### config.mk
export PLATFORM = sky130hd
export DESIGN_NAME = alu_resp_deserializer
export DESIGN_NICKNAME = d
export VERILOG_FILES = /design/src/rtl/alu_pkg.sv /design/src/rtl/alu_resp_crc3.sv /design/src/rtl/alu_resp_deserializer.sv
export SDC_FILE = /design/constraint.sdc
export NUM_CORES = 1
export LEC_CHECK = 0
export ABC_CLOCK_PERIOD_IN_PS = 3000
export CAP_MARGIN = 20
export CORE_MARGIN = 5
export CORE_UTILIZATION = 44
export DETAILED_ROUTE_END_ITERATION = 8
export PLACE_DENSITY_LB_ADDON = 0.2
export SLEW_MARGIN = 10
export SYNTH_ARGS = -nofsm -noshare
export SYNTH_HDL_FRONTEND = slang
export SYNTH_HIERARCHICAL = 1
export SYNTH_SLANG_ARGS = --single-unit
### constraint.sdc
create_clock -name clk -period 3 [get_ports clk]
set_clock_uncertainty 0.2 [all_clocks]
set_input_delay 0.6 -clock clk [delete_from_list [all_inputs] [get_ports clk]]
set_output_delay 0.6 -clock clk [all_outputs]
set_load 0.005 [all_outputs]
### src/rtl/alu_pkg.sv
`default_nettype none
// ============================================================================
//  Module      : alu_pkg
//  Description : Shared types and constants for the ALU response path:
//                serial packet geometry, response FSM state type, CRC3
//                polynomial and the error-flag bit positions carried in an
//                ALU error packet.
//  Revision    : 1.0 - initial release
// ============================================================================
package alu_pkg;

    // Serial packet: start(0), type, 8 payload bits, stop(1).
    localparam int PKT_BITS  = 11;
    // Data packets preceding the control packet in a normal response.
    localparam int DATA_PKTS = 4;

    // x^3 + x + 1, leading term implicit.
    localparam logic [2:0] CRC3_POLY = 3'b011;

    // Error flags in an error packet are sent twice, as
    // {DATA, CRC, OP, DATA, CRC, OP}; these are the bit positions inside
    // the 6-bit err_flags word.
    localparam int ERR_DATA_BIT   = 5;
    localparam int ERR_CRC_BIT    = 4;
    localparam int ERR_OP_BIT     = 3;
    localparam int ERR_DATA_BIT_R = 2;
    localparam int ERR_CRC_BIT_R  = 1;
    localparam int ERR_OP_BIT_R   = 0;

    typedef enum logic [1:0] {
        IDLE   = 2'd0,
        SHIFT  = 2'd1,
        DECODE = 2'd2
    } resp_state_t;

    // Expected parity bit of an error packet: XOR of a leading 1 and the
    // six error flags.
    function automatic logic err_parity(input logic [5:0] err);
        return ^{1'b1, err};
    endfunction

endpackage : alu_pkg
`default_nettype wire

### src/rtl/alu_resp_crc3.sv
`default_nettype none
// ============================================================================
//  Module      : alu_resp_crc3
//  Description : Combinational CRC3 (x^3+x+1, initial value 0) over a
//                37-bit word, processed MSB first.
//  Ports       : i_data [36:0] - message bits
//                o_crc  [2:0]  - remainder
//  Revision    : 1.0 - initial release
// ============================================================================
module alu_resp_crc3
    import alu_pkg::*;
(
    input  logic [36:0] i_data,
    output logic [2:0]  o_crc
);

    always_comb begin
        logic [2:0] w_rem;
        logic       w_fb;
        w_rem = 3'b000;
        w_fb  = 1'b0;
        for (int i = 36; i >= 0; i--) begin
            w_fb  = i_data[i] ^ w_rem[2];
            w_rem = {w_rem[1:0], 1'b0} ^ (w_fb ? CRC3_POLY : 3'b000);
        end
        o_crc = w_rem;
    end

endmodule : alu_resp_crc3
`default_nettype wire

### src/rtl/alu_resp_deserializer.sv
`default_nettype none
// ============================================================================
//  Module      : alu_resp_deserializer
//  Description : Samples the ALU serial output line and reassembles response
//                frames (4 data packets + control packet, or a single error
//                packet). Decoded fields are presented in parallel with a
//                one-cycle valid pulse; malformed streams raise proto_err.
//  Ports       : clk, rst (sync, active-high), sout (serial in, idles high)
//                result[31:0], flags[3:0], crc[2:0], err_flags[5:0],
//                is_error, valid, proto_err, parity_err
//                crc_err (only when ALU_RESP_CRC_CHECK_EN is defined)
//  Options     : ALU_RESP_CRC_CHECK_EN - adds CRC3 checking of normal frames
//  Revision    : 1.0 - initial release
// ============================================================================
module alu_resp_deserializer
    import alu_pkg::*;
(
    input  logic        clk,
    input  logic        rst,
    input  logic        sout,
    output logic [31:0] result,
    output logic [3:0]  flags,
    output logic [2:0]  crc,
    output logic [5:0]  err_flags,
    output logic        is_error,
    output logic        valid,
    output logic        proto_err,
`ifdef ALU_RESP_CRC_CHECK_EN
    output logic        crc_err,
`endif
    output logic        parity_err
);

    localparam logic [3:0] c_LAST_BIT  = 4'(PKT_BITS - 1);
    localparam logic [2:0] c_DATA_PKTS = 3'(DATA_PKTS);

    resp_state_t         r_state;
    logic [3:0]          r_bit_cnt;
    logic [PKT_BITS-2:0] r_shift;
    logic [2:0]          r_pkt_cnt;
    // Assembly buffer: bytes are shifted in MSB first so the first data
    // packet ends up in [31:24]. Kept separate from result so the presented
    // word stays stable while the next frame is arriving.
    logic [31:0]         r_data;

    logic [31:0]         r_result;
    logic [3:0]          r_flags;
    logic [2:0]          r_crc;
    logic [5:0]          r_err_flags;
    logic                r_is_error;
    logic                r_valid;
    logic                r_proto_err;
    logic                r_parity_err;

    // Fields of the captured packet (start bit is not stored).
    logic                w_type;
    logic [7:0]          w_payload;
    logic                w_stop;

    assign w_type    = r_shift[PKT_BITS-2];
    assign w_payload = r_shift[PKT_BITS-3:1];
    assign w_stop    = r_shift[0];

`ifdef ALU_RESP_CRC_CHECK_EN
    logic [2:0] w_crc_calc;
    logic       r_crc_err;

    alu_resp_crc3 u_crc3 (
        .i_data (({r_data, 1'b0, w_payload[6:3]})),
        .o_crc  (w_crc_calc)
    );

    assign crc_err = r_crc_err;
`endif

    always_ff @(posedge clk) begin
        if (rst) begin
            r_state      <= IDLE;
            r_bit_cnt    <= 4'd0;
            r_shift      <= '0;
            r_pkt_cnt    <= 3'd0;
            r_data       <= 32'd0;
            r_result     <= 32'd0;
            r_flags      <= 4'd0;
            r_crc        <= 3'd0;
            r_err_flags  <= 6'd0;
            r_is_error   <= 1'b0;
            r_valid      <= 1'b0;
            r_proto_err  <= 1'b0;
            r_parity_err <= 1'b0;
`ifdef ALU_RESP_CRC_CHECK_EN
            r_crc_err    <= 1'b0;
`endif
        end else begin
            // Pulse outputs default low every cycle.
            r_valid      <= 1'b0;
            r_proto_err  <= 1'b0;
            r_parity_err <= 1'b0;

            case (r_state)
                IDLE: begin
                    if (!sout) begin
                        r_bit_cnt <= 4'd1;
                        r_state   <= SHIFT;
                    end
                end

                SHIFT: begin
                    r_shift <= {r_shift[PKT_BITS-3:0], sout};
                    if (r_bit_cnt == c_LAST_BIT) begin
                        r_state <= DECODE;
                    end else begin
                        r_bit_cnt <= r_bit_cnt + 4'd1;
                    end
                end

                DECODE: begin
                    r_state <= IDLE;
                    if (!w_stop) begin
                        r_proto_err <= 1'b1;
                        r_pkt_cnt   <= 3'd0;
                    end else if (!w_type) begin
                        if (r_pkt_cnt < c_DATA_PKTS) begin
                            r_data    <= {r_data[23:0], w_payload};
                            r_pkt_cnt <= r_pkt_cnt + 3'd1;
                        end else begin
                            r_proto_err <= 1'b1;
                            r_pkt_cnt   <= 3'd0;
                        end
                    end else if (!w_payload[7]) begin
                        if (r_pkt_cnt == c_DATA_PKTS) begin
                            r_result   <= r_data;
                            r_flags    <= w_payload[6:3];
                            r_crc      <= w_payload[2:0];
                            r_is_error <= 1'b0;
                            r_valid    <= 1'b1;
`ifdef ALU_RESP_CRC_CHECK_EN
                            r_crc_err  <= (w_payload[2:0] != w_crc_calc);
`endif
                        end else begin
                            r_proto_err <= 1'b1;
                        end
                        r_pkt_cnt <= 3'd0;
                    end else begin
                        if (r_pkt_cnt == 3'd0) begin
                            r_err_flags  <= w_payload[6:1];
                            r_is_error   <= 1'b1;
                            r_parity_err <= (w_payload[0] != err_parity(w_payload[6:1]));
                            r_valid      <= 1'b1;
`ifdef ALU_RESP_CRC_CHECK_EN
                            r_crc_err    <= 1'b0;
`endif
                        end else begin
                            r_proto_err <= 1'b1;
                        end
                        r_pkt_cnt <= 3'd0;
                    end
                end

                default: begin
                    r_state <= IDLE;
                end
            endcase
        end
    end

    assign result     = r_result;
    assign flags      = r_flags;
    assign crc        = r_crc;
    assign err_flags  = r_err_flags;
    assign is_error   = r_is_error;
    assign valid      = r_valid;
    assign proto_err  = r_proto_err;
    assign parity_err = r_parity_err;

endmodule : alu_resp_deserializer
`default_nettype wire
==> reports/qor.txt <==
========================================================================================================
Rel. slew slack                                                                                    49.0%
Die Height                                                                                        105 um
Area growth syn-to-layout                                                                          17.9%
Setup Viol. Count Final                                                                                0
TritonCTS clock tree                                                                               built
Synth top area cells                                                                        dfxtp_1, a21oi_1, nand3_1
Number of distinct library cells after synthesis                                                      39
Total Routing Usage GR                                                                             17.1%
Number of enable-type register cells in the synthesized netlist                                        0
Via count of the first global-routing pass                                                         3,158
Post-CTS clock slew at the launch and capture registers of the worst setup and hold paths        0.11 ns
Most area-hungry cell type in the Yosys netlist                                                  dfxtp_1
Pin count of the biggest net entering global routing                                                  63
Power consumption                                                                                2.34 mW
Number of max-slew violations in the final report                                                      0
Maximum clock path buffer count                                                                        2
Max frequency                                                                                    459 MHz
Routed via count                                                                                   3,451
Placed Cells                                                                                         591
Dominant cell by count in the synthesized netlist                                                dfxtp_1
Data required time at the worst endpoint                                                         3.04 ns
Depth of the most critical reg-to-reg path                                                             6
Initial Util                                                                                       45.4%
Worst hold slack after final layout                                                             0.266 ns
Type of element capturing the critical path                                                     register
Post-CTS Resized                                                                                       0
Global-route wire length before repair                                                         15,900 um
Sequential-to-total area share from yosys stat                                                     50.0%
Average routed wire per standard cell                                                            15.4 um
Syn Nets                                                                                             474
Worst setup path startpoint                                                                 r_pkt_cnt[0]
HPWL after DPL                                                                                   6010 um
Number of top-level pins                                                                              52
Nets@finish                                                                                          501
Number of standard cells after synthesis                                                             467
Type of the most critical hold path                                                         register to register
Detailed Route Iter0 Violations                                                                      285
Core footprint                                                                               0.00881 mm2
DIE AREA                                                                                      0.0111 mm2
Crit path setup slack, layout                                                                   0.820 ns
Startpoint-to-endpoint class of the critical path                                           register to register
VDD IR max                                                                                      0.244 mV
Launch point of the worst reg-to-reg path                                                   r_pkt_cnt[0]
Critical Path Source Type                                                                       register
Transition at the pin with the smallest max-transition slack                                    0.762 ns
# DRC                                                                                                  0
Horizontal die dimension                                                                          105 um
Antenna diodes                                                                                         0
Share of async-settable or async-resettable flops after synthesis                                     0%
Final critical delay including setup and external delays                                         2.18 ns
Crit path DAT                                                                                    2.22 ns
Outcome                                                                                     finished, final reports clean
Number of hold-repair buffers added at the cts stage                                                   0
Mapped cell area                                                                             0.00400 mm2
Post-layout util                                                                                   53.6%
Insertion delay to the later sink of the worst-skew pair                                         0.37 ns
Cell area after placement                                                                    0.00450 mm2
Startpoint of the tightest hold check path                                                     r_data[7]
Hold Vio Cnt, Final                                                                                    0
Post-synth top area share                                                                          50.0%
ANT nets after route                                                                                   0
Non-filler cells, final                                                                              607
Initial antenna violation count                                                                        0
Number of violations of the max-capacitance limit                                                      0
Port Buffer Count                                                                                     51
Setup Fix Bufs, Post-CTS                                                                               0
Placer's final routability congestion estimate                                                     0.823
Sum of overflow across all layers after global routing                                                 0
Final period utilization                                                                           72.7%
First-pass iteration count of the detailed router                                                      5
Most common library cells after synthesis                                                   dfxtp_1, a21oi_1, nand3_1
Clock Root Buffer                                                                               clkbuf_8
Via-per-instance ratio                                                                              5.69
H-tree depth                                                                                           3
Peak fanout along the critical path                                                                   22
Rows                                                                                                  34
CTS Buf Count                                                                                          9
Power density normalized to cell area                                                         496 mW/mm2
Yosys warns                                                                                            6
Final standard cell area without fillers                                                     0.00472 mm2
CTS sink count                                                                                       100
Share of post-route cells with drive strength above 1                                              7.21%
Leakage dissipation                                                                              1.49 nW
Summed negative setup slack over all endpoints                                                      0 ns
Worst hold path stage count                                                                            2
Detailed Route WL                                                                                9350 um
Avg Inst Size Synth                                                                             8.57 um2
Post-Place Worst Slack                                                                          0.780 ns
Flop and latch count out of synthesis                                                                100
Main synth FF type                                                                               dfxtp_1
RSZ-0062 raised after global routing                                                               false
========================================================================================================
[worst paths after layout]
path	endpoint	slack, ns
hold reg to reg	r_data[15]	0.27
setup / recovery	result[29]	0.82
setup reg to reg	result[29]	0.82
hold / removal	r_data[15]	0.27
[where the power goes]
group / leakage (nW) / switching, mW / internal, mW
Sequential: 0.806 / 0.00700 / 1.33
Combinational: 0.571 / 0.0336 / 0.0147
Clock: 0.114 / 0.475 / 0.476
Total: 1.49 / 0.516 / 1.82
[critical path, stage by stage (launching register included)]
cell      delay (ns)
dfxtp_1         0.33
inv_1           0.08
ha_1            0.21
nand3b_1        0.54
buf_4           0.43
o21ai_0         0.17
a21oi_1         0.09
[cell usage in the layout, fill, tap and decap left out, drive strengths merged, types with 2 or more instances in the layout]
| cell type | netlist | routed |
|---|---|---|
| xnor2 | 2 | 2 |
| and3b | 3 | 3 |
| nor3 | 2 | 2 |
| clkbuf | 25 | 9 |
| nand2 | 23 | 23 |
| nor2b | 2 | 2 |
| nor4 | 2 | 2 |
| o21ai | 78 | 78 |
| nor2 | 3 | 3 |
| a21oi | 90 | 90 |
| inv | 3 | 6 |
| bufinv | 0 | 2 |
| and4b | 2 | 2 |
| a32oi | 2 | 2 |
| xnor3 | 2 | 2 |
| clkdlybuf4s50 | 0 | 50 |
| nand3b | 5 | 5 |
| dfxtp | 100 | 100 |
| a211oi | 2 | 2 |
| nand3 | 79 | 79 |
| ha | 4 | 4 |
| nand2b | 3 | 3 |
| clkinv | 0 | 2 |
| buf | 23 | 14 |
[sequential cells by signal, summed over array words and instances, names as in the netlist]
name        cells
err_flags       6
proto_err       1
r_pkt_cnt       3
r_state         2
r_bit_cnt       4
result         32
r_shift        10
r_data         32
is_error        1
parity_err      1
flags           4
crc             3
valid           1
[area by class of cell]
cell class                      instances  area (um2)
Fill cell                             826        4090
Sequential cell                       100        2000
Multi-Input combinational cell        316        1730
Tap cell                              108         135
Clock buffer                            9         124
Timing Repair Buffer                   64         616
Inverter                                3        11.3
Clock inverter                          7        96.3
[cells by family after synthesis]
logic type                 count (synthesis)  share of synthesized area [%]
DFF                                      100                           50.0
xor gates and xnor gates                   4                           1.56
and+or+nand+nor                          128                           16.8
adders and majority gates                  4                           1.25
buffers and inverters                     51                           6.72
AOI/OAI and AO/OA                        179                           23.4
muxes                                      1                          0.250
[metal layers]
metal	vias to the layer above	wire length [um]	GRT usage (%)
met3	7	330	2.69
li1	1723	-	-
met1	1663	4210	22.1
met5	-	0	0
met2	58	4730	28.7
met4	0	84	6.47
No activity file was read; power rests on OpenSTA's default activity.
